===== src/rtl/alu_commit.sv =====
// alu_commit: execute-to-writeback stage behind the ALU.
// Owns the architectural flags register, buffers ALU results in a small
// in-order FIFO for register writeback, supports a one-cycle flush and
// counts accepted ops.
module alu_commit #(
  parameter int DEPTH  = 2,
  parameter int DEST_W = 3
) (
  input  logic              clk,
  input  logic              rst_n,
  input  logic              in_valid,
  output logic              in_ready,
  input  logic [31:0]       in_result,
  input  logic [6:0]        in_status,
  input  logic              in_no_wr,
  input  logic [DEST_W-1:0] in_dest,
  input  logic [1:0]        in_df_op,
  input  logic              flush,
  output logic [6:0]        status_q,
  output logic              out_valid,
  input  logic              out_ready,
  output logic [31:0]       out_result,
  output logic [DEST_W-1:0] out_dest,
  output logic              out_wr_en,
  output logic [31:0]       retired
);

  // Status word bit order shared with the ALU.
  localparam int STAT_CF = 0;
  localparam int STAT_PF = 1;
  localparam int STAT_AF = 2;
  localparam int STAT_ZF = 3;
  localparam int STAT_SF = 4;
  localparam int STAT_DF = 5;
  localparam int STAT_OF = 6;

  // Flags copied straight from the ALU on accept; DF is owned by this stage.
  localparam logic [6:0] ARITH_MASK = 7'((1 << STAT_CF) | (1 << STAT_PF) | (1 << STAT_AF) |
                                         (1 << STAT_ZF) | (1 << STAT_SF) | (1 << STAT_OF));

  localparam int AW = $clog2(DEPTH);

  typedef enum logic [1:0] {
    DF_KEEP  = 2'b00,
    DF_CLEAR = 2'b01,
    DF_SET   = 2'b10,
    DF_KEEP2 = 2'b11
  } df_op_e;

  typedef struct packed {
    logic [31:0]       result;
    logic [DEST_W-1:0] dest;
    logic              wr_en;
  } entry_t;

  entry_t            mem [DEPTH];
  logic [AW:0]       wr_ptr;
  logic [AW:0]       rd_ptr;
  logic [6:0]        flags_q;
  logic [31:0]       retired_q;
  logic              empty;
  logic              full;
  logic              accept;
  logic              pop;
  logic              next_df;
  entry_t            head;

  // Occupancy state: the extra pointer MSB separates full from empty.
  assign empty  = (wr_ptr == rd_ptr);
  assign full   = (wr_ptr[AW] != rd_ptr[AW]) && (wr_ptr[AW-1:0] == rd_ptr[AW-1:0]);

  // in_ready depends only on registered pointers, so a full FIFO never
  // accepts in the same cycle it pops.
  assign in_ready = !full;
  assign accept   = in_valid && !full && !flush;
  assign pop      = !empty && out_ready && !flush;

  // Direction flag update selected by the df op; unknown encoding keeps.
  always_comb begin
    // NOTE: every combinational output gets a default first so no path
    // leaves it unassigned, which would otherwise infer a latch.
    next_df = flags_q[STAT_DF];
    case (df_op_e'(in_df_op))
      DF_CLEAR: next_df = 1'b0;
      DF_SET:   next_df = 1'b1;
      default:  next_df = flags_q[STAT_DF];
    endcase
  end

  // Pointers, flags and retired counter; flush only touches the pointers.
  always_ff @(posedge clk or negedge rst_n) begin
    if (!rst_n) begin
      wr_ptr    <= '0;
      rd_ptr    <= '0;
      flags_q   <= '0;
      retired_q <= '0;
    end else if (flush) begin
      // NOTE: sequential state uses non-blocking assignments so every
      // register samples pre-edge values regardless of statement order.
      wr_ptr <= '0;
      rd_ptr <= '0;
    end else begin
      if (pop) begin
        rd_ptr <= rd_ptr + 1'b1;
      end
      if (accept) begin
        wr_ptr             <= wr_ptr + 1'b1;
        retired_q          <= retired_q + 32'd1;
        flags_q            <= (in_status & ARITH_MASK) | (flags_q & ~ARITH_MASK);
        flags_q[STAT_DF]   <= next_df;
      end
    end
  end

  // Entry storage written at the tail on accept.
  // NOTE: the storage array has no reset; stale contents are never visible
  // because the outputs are masked while the FIFO is empty.
  always_ff @(posedge clk) begin
    if (accept) begin
      mem[wr_ptr[AW-1:0]] <= '{result: in_result, dest: in_dest, wr_en: !in_no_wr};
    end
  end

  // Head entry drives writeback; only registered state feeds these outputs.
  assign head       = mem[rd_ptr[AW-1:0]];
  assign out_valid  = !empty;
  assign out_result = empty ? '0   : head.result;
  assign out_dest   = empty ? '0   : head.dest;
  assign out_wr_en  = empty ? 1'b0 : head.wr_en;
  assign status_q   = flags_q;
  assign retired    = retired_q;

endmodule


===== config.mk =====
export PLATFORM = sky130hd
export DESIGN_NAME = alu_commit
export DESIGN_NICKNAME = d
export VERILOG_FILES = /design/src/rtl/alu_commit.sv
export SDC_FILE = /design/constraint.sdc
export NUM_CORES = 1
export LEC_CHECK = 0
export BUFFER_PORTS_ARGS = -buffer_cell sky130_fd_sc_hd__buf_2
export CAP_MARGIN = 20
export CELL_PAD_IN_SITES_DETAIL_PLACEMENT = 0
export CELL_PAD_IN_SITES_GLOBAL_PLACEMENT = 1
export CORE_ASPECT_RATIO = 2
export CORE_MARGIN = 2
export CORE_UTILIZATION = 45
export DETAILED_ROUTE_END_ITERATION = 16
export PLACE_DENSITY_LB_ADDON = 0.1
export REMOVE_ABC_BUFFERS = 1
export SYNTH_ARGS = -nofsm -noshare
export SYNTH_HDL_FRONTEND = slang
export SYNTH_SLANG_ARGS = --single-unit

===== constraint.sdc =====
create_clock -name clk -period 9.5 [get_ports clk]
set_clock_uncertainty 0.15 [all_clocks]
set_input_delay 0.95 -clock clk [delete_from_list [all_inputs] [get_ports clk]]
set_output_delay 0.95 -clock clk [all_outputs]
set_load 0.02 [all_outputs]

---- Word-level counts from Yosys, hierarchy flattened ----
Memory sizes are Yosys's and may differ from the RTL's.
Index checks and enable logic that the tools add are counted.
word-level totals
  memories kept ........................... 1
  word-level logic and storage cells ...... 40
  input port bits ......................... 50
  memory bits (writable) .................. 72
  output and inout port bits .............. 77
  bits in registers ....................... 43
memory list
  name  depth  width  read ports  clocked after memory_dff  write ports  RTL line  text
  mem   2      36     1           0                         1            56        entry_t mem [DEPTH];
operators by class
  eq/ne operators ......................... 5
  reduce and logical (&&, ||, !) cells .... 14
  mux-type cells .......................... 10
  $add $sub $neg .......................... 3
  bitwise logic cells ..................... 2
operators with widths
  kind                                                                   number
  32-bit by 1-bit adder with 32-bit output, second input constant        1
  32-bit 2-to-1 mux                                                      1
  2-bit 2-to-1 mux                                                       4
  7-bit by 6-bit OR with 7-bit output                                    1
  2-bit nonzero test                                                     3
  1-bit logical AND                                                      5
  2-bit by 1-bit adder with 2-bit output, second input constant          2
  1-bit logical NOT                                                      4
  1-bit 2-to-1 mux                                                       3
  3-bit 2-to-1 mux                                                       1
  3-bit AND reduction                                                    1
  2-bit by 1-bit equality test with 1-bit output, second input constant  1
  2-bit equality test                                                    1
  2-bit equality test, second input constant                             1
  1-bit case mux with 2 select lines                                     1
  2-bit AND reduction                                                    1
  1-bit equality test                                                    1
  1-bit inequality test                                                  1
  1-bit NOT                                                              1

---- Longest topological paths before layout ----
Gate-level depths: netlist of run 1.
  depth in word-level cells ............... 7
  depth in mapped cells ................... 6
  mapped depth without buffers ............ 5

---- Worst setup path before layout of run 1 ----
OpenSTA, ideal clock, no wires.
  path type ............................... input to register
  start ................................... input port in_valid
  end ..................................... memory mem[0][0] (netlist name) (enable)
  cell stages on the path ................. 4
  slack ................................... 5.735 ns
  library setup time ...................... 0.433 ns
  data required time ...................... 8.917 ns
  buffers on the path ..................... 1
  data arrival time ....................... 3.181 ns
  cell sequence ........................... inv_1 > a211oi_2 > buf_2 > nor2b_1
between the ends
  cells in the longest elaborated chain, start to end .. 4
RTL lines
  item                                    RTL line  text
  start: declaration                      11        input logic in_valid,
  1-bit logical AND (2 in series)         75        assign accept = in_valid && !full && !flush;
  1-bit 2-to-1 mux                        119       if (accept) begin
  1-bit 2-to-1 mux (not written as such)  120       mem[wr_ptr[AW-1:0]] <= '{result: in_result, dest: in_dest, wr_en: !in_no_wr};
  end: declaration                        56
No other way between the ends.

---- Worst setup path in the final report of run 1 ----
  start ................................... register rd_ptr[0]
  end ..................................... output port out_result[6]
between the ends
  cells in the longest elaborated chain, start to end .. 2
  elaborated cells on any way between the ends .. 3
  classes of those cells .................. eq/ne (1); mux (1); memory (1)
RTL lines
  item                                                                  RTL line  text
  start: declaration                                                    58        logic [AW:0] rd_ptr;
  start signal: assignment                                              104       rd_ptr <= rd_ptr + 1'b1;
  memory read 2 x 36 bit / 2-bit equality test (equally long branches)  --
  32-bit 2-to-1 mux (*)                                                 127       assign out_result = empty ? '0 : head.result;
  end: declaration                                                      22        output logic [31:0] out_result,
Mark *: on every way between the ends. The rest lies on a longest branch, timed or not.

==> flow_metrics.env, run 1 <==
export IMPL_status="complete, no violations"
export IMPL_synthSimpleGateAreaFrac_pct=11.2
export IMPL_clock_tree_root_cell="clkbuf_16"
export IMPL_vias=3031
export IMPL_avgViaCountPerCell=4.94
export IMPL_cts_max_level=4
export IMPL_criticalPathCategory="reg -> out"
export IMPL_area_share_of_fa_ha_maj_cells_after_synthesis_pct=0.523
export IMPL_clock_insertion_delay_worst_skew_ps=400
export IMPL_worst_r2r_startpoint="wr_ptr[0]"
export IMPL_post_route_cells_drive_above_1_share_pct=36.9
export IMPL_critical_path_reg2reg_endpoint="mem[1][27]"
export IMPL_wire_length_of_the_first_global_routing_pass_um=16000
export IMPL_final_cells=614
export IMPL_fin_total_pwr_mw=1.76
export IMPL_floorplan_die_area_sq_um=11500
export IMPL_synth_ff_type="edfxtp_1"
export IMPL_cts_setup_buffers=0
export IMPL_synth_area_mux_share_pct=9.42
export IMPL_drt_first_iter_violations=132
export IMPL_holdPathStages=1
export IMPL_cts_reportedPaths_clkPinSlew_ps=50
export IMPL_place_inst=581
export IMPL_detailed_routing_iterations_pass_1=4
export IMPL_areaGrowthSynthToFinish_pct=28.7
export IMPL_r2r_slack_ps=6450
export IMPL_syn_cell_area_sq_um=4780
export IMPL_holdCritStartpoint="retired[31]"
export IMPL_synth_lib_cells_used_distinct=36
export IMPL_route_final_wire_length_um=9720
export IMPL_synth_xor_area_share_pct=7.69
export IMPL_ys_warn_count=0
export IMPL_timing_hold_violations_final=0
export IMPL_max_slew_margin_rel_pct=32.0
export IMPL_gp_congestion=0.737
export IMPL_avgSynthCellArea_sq_um=14.6
export IMPL_ys_top_cells_by_area="edfxtp_1, dfrtp_1, mux2i_1"
export IMPL_io_buffers=125
export IMPL_crit_path_max_incr_delay_ps=560
export IMPL_timing_critical_path_arrival_ps=2430
export IMPL_cts_buffers_inserted=17
export IMPL_endpoint_of_the_worst_hold_timing_path="retired[31]"
export IMPL_stdcell_area_sq_um=6150
export IMPL_detailed_place_hpwl_um=6530
export IMPL_cts_tree="built"
export IMPL_ys_seq_area_share_pct=67.7
export IMPL_initial_utilization_pct=45.9
export IMPL_n_antenna_cell=0
export IMPL_timing_fmax_ghz=0.284
export IMPL_design_portCount=127
export IMPL_compound_gate_portion_of_the_synthesized_area_pct=1.54
export IMPL_std_cell_rows=53
export IMPL_fin_worst_hold_slack_ps=333
export IMPL_max_cap_viol_count=0
export IMPL_synth_enable_flop_cells=72
export IMPL_fin_tns_setup_ps=0
export IMPL_clock_sinks=115
export IMPL_layout_core_utilization_pct=59.1
export IMPL_synth_top_family_by_area="simple AND/OR/NAND/NOR gates"
export IMPL_drc=0
export IMPL_commonest_cells_after_routing_fill_and_taps_aside="buf_2, edfxtp_1, nor2_1, dfrtp_1, mux2i_1"
export IMPL_die_x_um=76.9
export IMPL_cts_hold_repair_buffers=0
export IMPL_synth_async_sr_flop_share_pct=37.4
export IMPL_cell_accounting_for_the_most_synthesized_area="edfxtp_1"
export IMPL_timing_critical_path_slowest_stage_cell="buf_4"
export IMPL_ctsLongestPathBuffers=2
export IMPL_fillerInstances=905
export IMPL_final_common_cell="buf_2"
export IMPL_grt_pass1_vias=3291
export IMPL_power_per_cell_area_nw_per_um2=286
export IMPL_setup_worst_path_start_class="flop"
export IMPL_layout_setup_ws_ps=5970
export IMPL_final_max_slew_violation_count=0
export IMPL_maximum_fanout_along_the_worst_path=39
export IMPL_route_antenna_remaining_nets=0
export IMPL_dp_slack_ps=5910
export IMPL_synthesis_instances=328
export IMPL_worstSetupEndpointType="output port"
export IMPL_cells_along_the_critical_path="buf_4, xor2_1, nor2_2, buf_4, nor2_1, buf_2"
export IMPL_wl_per_cell_um=15.8
export IMPL_synth_ff_latch_count=115
export IMPL_groute_usage_overall_pct=18.0
export IMPL_number_of_gates_given_a_new_drive_strength_after_cts=0
export IMPL_rsz0062_at_grt="no"
export IMPL_cpLargestDelayFamily="buffers and inverters"
export IMPL_cp_required_ps=8400
export IMPL_tightest_slew_ps=1020
export IMPL_grt_antenna_before_repair=0
export IMPL_synth_top_area_share_pct=45.2
export IMPL_layout_worst_path_cycle_share_pct=37.1
export IMPL_grt_start_max_net_pins=44
export IMPL_crit_top_cell="buf_4"
export IMPL_nets=516
export IMPL_max_vdd_ir_drop_mv=0.136
export IMPL_rr_worst_depth=3
export IMPL_fp_coreArea_sq_um=10400
export IMPL_setup_viol_count_final=0
export IMPL_leakage_nw=2.65
export IMPL_die_h_um=150
export IMPL_crit_buf_inv=3
export IMPL_timing_final_crit_period_ps=3530
export IMPL_hold_path_class="reg -> reg"
export IMPL_gr_total_overflow=0
export IMPL_placed_area_sq_um=5550
[sequential cells by signal, indices dropped and copies added, names as in the netlist]
register / flops
mem: 72
retired: 32
status_q: 7
rd_ptr: 2
wr_ptr: 2
[synth_stat cells (4+ instances only)]
| cell | number |
|---|---|
| and3_1 | 8 |
| dfrtp_1 | 43 |
| and4_1 | 4 |
| nor2_1 | 43 |
| and2_1 | 5 |
| xnor2_1 | 26 |
| mux2i_1 | 36 |
| nand2_1 | 6 |
| clkbuf_1 | 4 |
| nand3_1 | 10 |
| xor2_1 | 11 |
| nand4_1 | 14 |
| edfxtp_1 | 72 |
| mux2_2 | 8 |
| inv_1 | 7 |
[area by class of cell]
cell class	instances	area, sq um	area share [%]
Clock buffer	21	450	7.32
Clock inverter	11	136	2.22
Inverter	7	26.3	0.427
Multi-Input combinational cell	194	1460	23.8
Sequential cell	115	3240	52.6
Tap cell	137	171	2.79
Timing Repair Buffer	129	668	10.9
[worst max path at each step]
stage,start,end,slack (ps),cells after the start
finish,rd_ptr[0],out_result[6],5970,6
global route,rd_ptr[0],out_result[6],5760,6
CTS,rd_ptr[0],out_result[23],5920,6
detailed placement,in_valid,mem[0][30],5910,4
global placement,in_valid,mem[0][15],5950,4
floorplan,rd_ptr[0],mem[0][0],4870,3
[power breakdown]
part / leakage (nW) / switching [mW] / internal [mW]
clock: 0.280 / 0.208 / 0.416
sequential: 1.23 / 0.0329 / 0.586
combinational: 1.14 / 0.336 / 0.183
total: 2.65 / 0.576 / 1.19
[cell families after synthesis]
logic type,count (synthesis)
simple gates,102
mux,44
fa+ha+maj,2
buf+inv,19
flops,115
compound gates,7
xor+xnor,39
[metal layers]
metal / track usage (%) / part of all wire (%) / vias to the layer above
met3: 5.97 / 4.3 / 8
li1: - / - / 1455
met5: 0 / 0 / -
met2: 32.4 / 57 / 83
met4: 7.45 / 1.2 / 0
met1: 19.1 / 38 / 1485
[worst reg2reg max path, cell delays in order (launching register included)]
cell      delay [ps]
dfrtp_1          510
xnor2_4          240
a211oi_2         880
and2_2           870
Power figures use the tool's default switching activity.
==> run 2, diff against run 1 <==
ABC_AREA = 1   (was default)
CORE_UTILIZATION = 36   (was 45)
clock period = 3.05 ns   (was 9.5 ns; I/O delays follow)
==> flow_metrics.env, run 2 <==
export IMPL_status="complete, no violations"
export IMPL_holdCritStartpoint="in_no_wr"
export IMPL_vias=3922
export IMPL_cts_max_level=4
export IMPL_groute_usage_overall_pct=16.5
export IMPL_ys_top_cells_by_area="edfxtp_1, dfrtp_1, nand2_1"
export IMPL_ys_seq_area_share_pct=64.6
export IMPL_clock_insertion_delay_worst_skew_ps=400
export IMPL_timing_fmax_ghz=0.388
export IMPL_avgViaCountPerCell=4.62
export IMPL_cell_accounting_for_the_most_synthesized_area="edfxtp_1"
export IMPL_post_route_cells_drive_above_1_share_pct=25.1
export IMPL_detailed_place_hpwl_um=7470
export IMPL_avgSynthCellArea_sq_um=9.99
export IMPL_route_antenna_remaining_nets=0
export IMPL_layout_setup_ws_ps=473
export IMPL_criticalPathCategory="reg -> out"
export IMPL_die_x_um=87.5
export IMPL_placed_area_sq_um=5810
export IMPL_crit_path_max_incr_delay_ps=550
export IMPL_initial_utilization_pct=36.5
export IMPL_gr_total_overflow=0
export IMPL_wl_per_cell_um=13.8
export IMPL_commonest_cells_after_routing_fill_and_taps_aside="nand2_1, buf_2, edfxtp_1, dfrtp_1, dlygate4sd3_1"
export IMPL_synth_ff_type="edfxtp_1"
export IMPL_ys_warn_count=0
export IMPL_grt_pass1_vias=3766
export IMPL_syn_cell_area_sq_um=5010
export IMPL_grt_antenna_before_repair=0
export IMPL_cp_required_ps=2590
export IMPL_timing_critical_path_slowest_stage_cell="inv_2"
export IMPL_rsz0062_at_grt="no"
export IMPL_synth_lib_cells_used_distinct=26
export IMPL_leakage_nw=3.05
export IMPL_wl_met1_um=5320
export IMPL_design_portCount=127
export IMPL_synth_top_area_share_pct=43.1
export IMPL_drt_first_iter_violations=147
export IMPL_fillerInstances=1334
export IMPL_wire_length_of_the_first_global_routing_pass_um=18600
export IMPL_stdcell_area_sq_um=6750
export IMPL_std_cell_rows=61
export IMPL_power_per_cell_area_nw_per_um2=725
export IMPL_cts_reportedPaths_clkPinSlew_ps=50
export IMPL_nets=732
export IMPL_clock_tree_root_cell="clkbuf_16"
export IMPL_tightest_slew_ps=715
export IMPL_fp_coreArea_sq_um=13700
export IMPL_dp_slack_ps=831
export IMPL_startpoint="wr_ptr[0]"
export IMPL_netlist_top_cells_count="nand2_1, edfxtp_1, dfrtp_1"
export IMPL_detailroute_wirelength_met3_um=534
export IMPL_drc=0
export IMPL_max_slew_margin_rel_pct=52.3
export IMPL_maximum_fanout_along_the_worst_path=36
export IMPL_ctsLongestPathBuffers=2
export IMPL_setup_worst_path_start_class="flop"
export IMPL_hold_path_class="in -> reg"
export IMPL_timing_hold_violations_final=0
export IMPL_worst_r2r_startpoint="rd_ptr[0]"
export IMPL_layout_worst_path_cycle_share_pct=84.5
export IMPL_timing_final_crit_period_ps=2580
export IMPL_synth_ff_latch_count=115
export IMPL_synthesis_instances=502
export IMPL_max_cap_viol_count=0
export IMPL_wl_met2_um=5770
export IMPL_io_buffers=125
export IMPL_areaGrowthSynthToFinish_pct=34.5
export IMPL_setup_viol_count_final=0
export IMPL_cts_buffers_inserted=17
export IMPL_route_final_wire_length_um=11700
export IMPL_detailed_routing_iterations_pass_1=4
export IMPL_cts_tree="built"
export IMPL_crit_top_cell="nand2_1"
export IMPL_synth_most_common_cell="nand2_1"
export IMPL_floorplan_die_area_sq_um=14900
export IMPL_worstSetupEndpointType="output port"
export IMPL_die_h_um=171
export IMPL_n_antenna_cell=0
export IMPL_timing_critical_path_arrival_ps=2120
export IMPL_synth_enable_flop_cells=72
export IMPL_flip_flop_count_of_the_largest_register_after_layout=72
export IMPL_max_vdd_ir_drop_mv=0.464
export IMPL_number_of_gates_given_a_new_drive_strength_after_cts=0
export IMPL_synth_async_sr_flop_share_pct=37.4
export IMPL_grt_start_max_net_pins=37
export IMPL_gp_congestion=0.785
export IMPL_maxUsedRoutingLayer="met4"
export IMPL_final_max_slew_violation_count=0
export IMPL_clock_sinks=115
export IMPL_final_common_cell="nand2_1"
export IMPL_cells_along_the_critical_path="inv_1, nand2_1, nand2_1, nand2_1, inv_2, a21oi_1, buf_2"
-- run 2: cell types whose count changed after synthesis, sizes merged, moves of 10 or more --
cell   before  now
xnor2      27    1
a21oi       1   38
mux2i      36    0
nand3      10   20
inv         7   36
nand2       6  189
-- run 2: final timing paths --
check	to	slack [ps]	cells after the start
min in group asynchronous	retired[30]	340	2
worst max register to register	mem[0][15]	910	9
max in group asynchronous	retired[6]	1730	3
worst min register to register	status_q[1]	330	2
worst max-delay path	out_result[13]	470	7
worst min-delay path	mem[1][0]	40	2
-- run 2: kinds of logic after synthesis --
family | share of synthesized area [%]
and+or+nand+nor | 22.8
DFF | 64.6
buffers and inverters | 4.57
xor gates and xnor gates | 3.32
AOI/OAI and AO/OA | 4.29
adders and majority gates | 0.499
-- run 2: critical path: cells and delay by family, from the launching register on --
family	cells	cell delay [ps]
buffers and inverters	3	900
AOI/OAI and AO/OA	1	130
DFF	1	400
and+or+nand+nor	3	290
-- run 2: area by class of cell --
class / instances / area, sq um / share of cell area (%)
Multi-Input combinational cell: 336 / 1560 / 23.1
Timing Repair Buffer: 174 / 1100 / 16.3
Sequential cell: 115 / 3240 / 48.0
Clock inverter: 12 / 86.3 / 1.28
Inverter: 36 / 138 / 2.04
Tap cell: 157 / 196 / 2.91
Clock buffer: 19 / 433 / 6.42
-- run 2: per-layer routing --
layer | up-vias | global-route usage (%)
met4 | 0 | 5.62
met3 | 4 | 4.20
li1 | 2006 | -
met5 | - | 0
met2 | 100 | 26.2
met1 | 1812 | 21.8
-- run 2: timing repair --
item | in CTS | in global routing
hold endpoints to repair | 104 | 0
buffers inserted | 0 | 0
hold buffers | 42 | 0
-- run 2: per-stage QoR --
step	utilization [%]	hold WS, ps	std cells	TNS, ps	total power, mW
after floorplan	-	-141	487	-49780	2.70
after global placement	42.3	244	776	0	3.17
after detailed placement	42.3	248	776	0	3.18
after CTS	49.1	5.91	849	0	4.97
after global routing	49.1	18.4	849	0	5.17
final	49.1	39.8	849	0	4.89
-- run 2: power breakdown --
part           leakage (nW)  internal [mW]  switching [mW]
Combinational          1.60          0.388           0.863
Sequential             1.21           1.82           0.102
Clock                 0.241           1.03           0.685
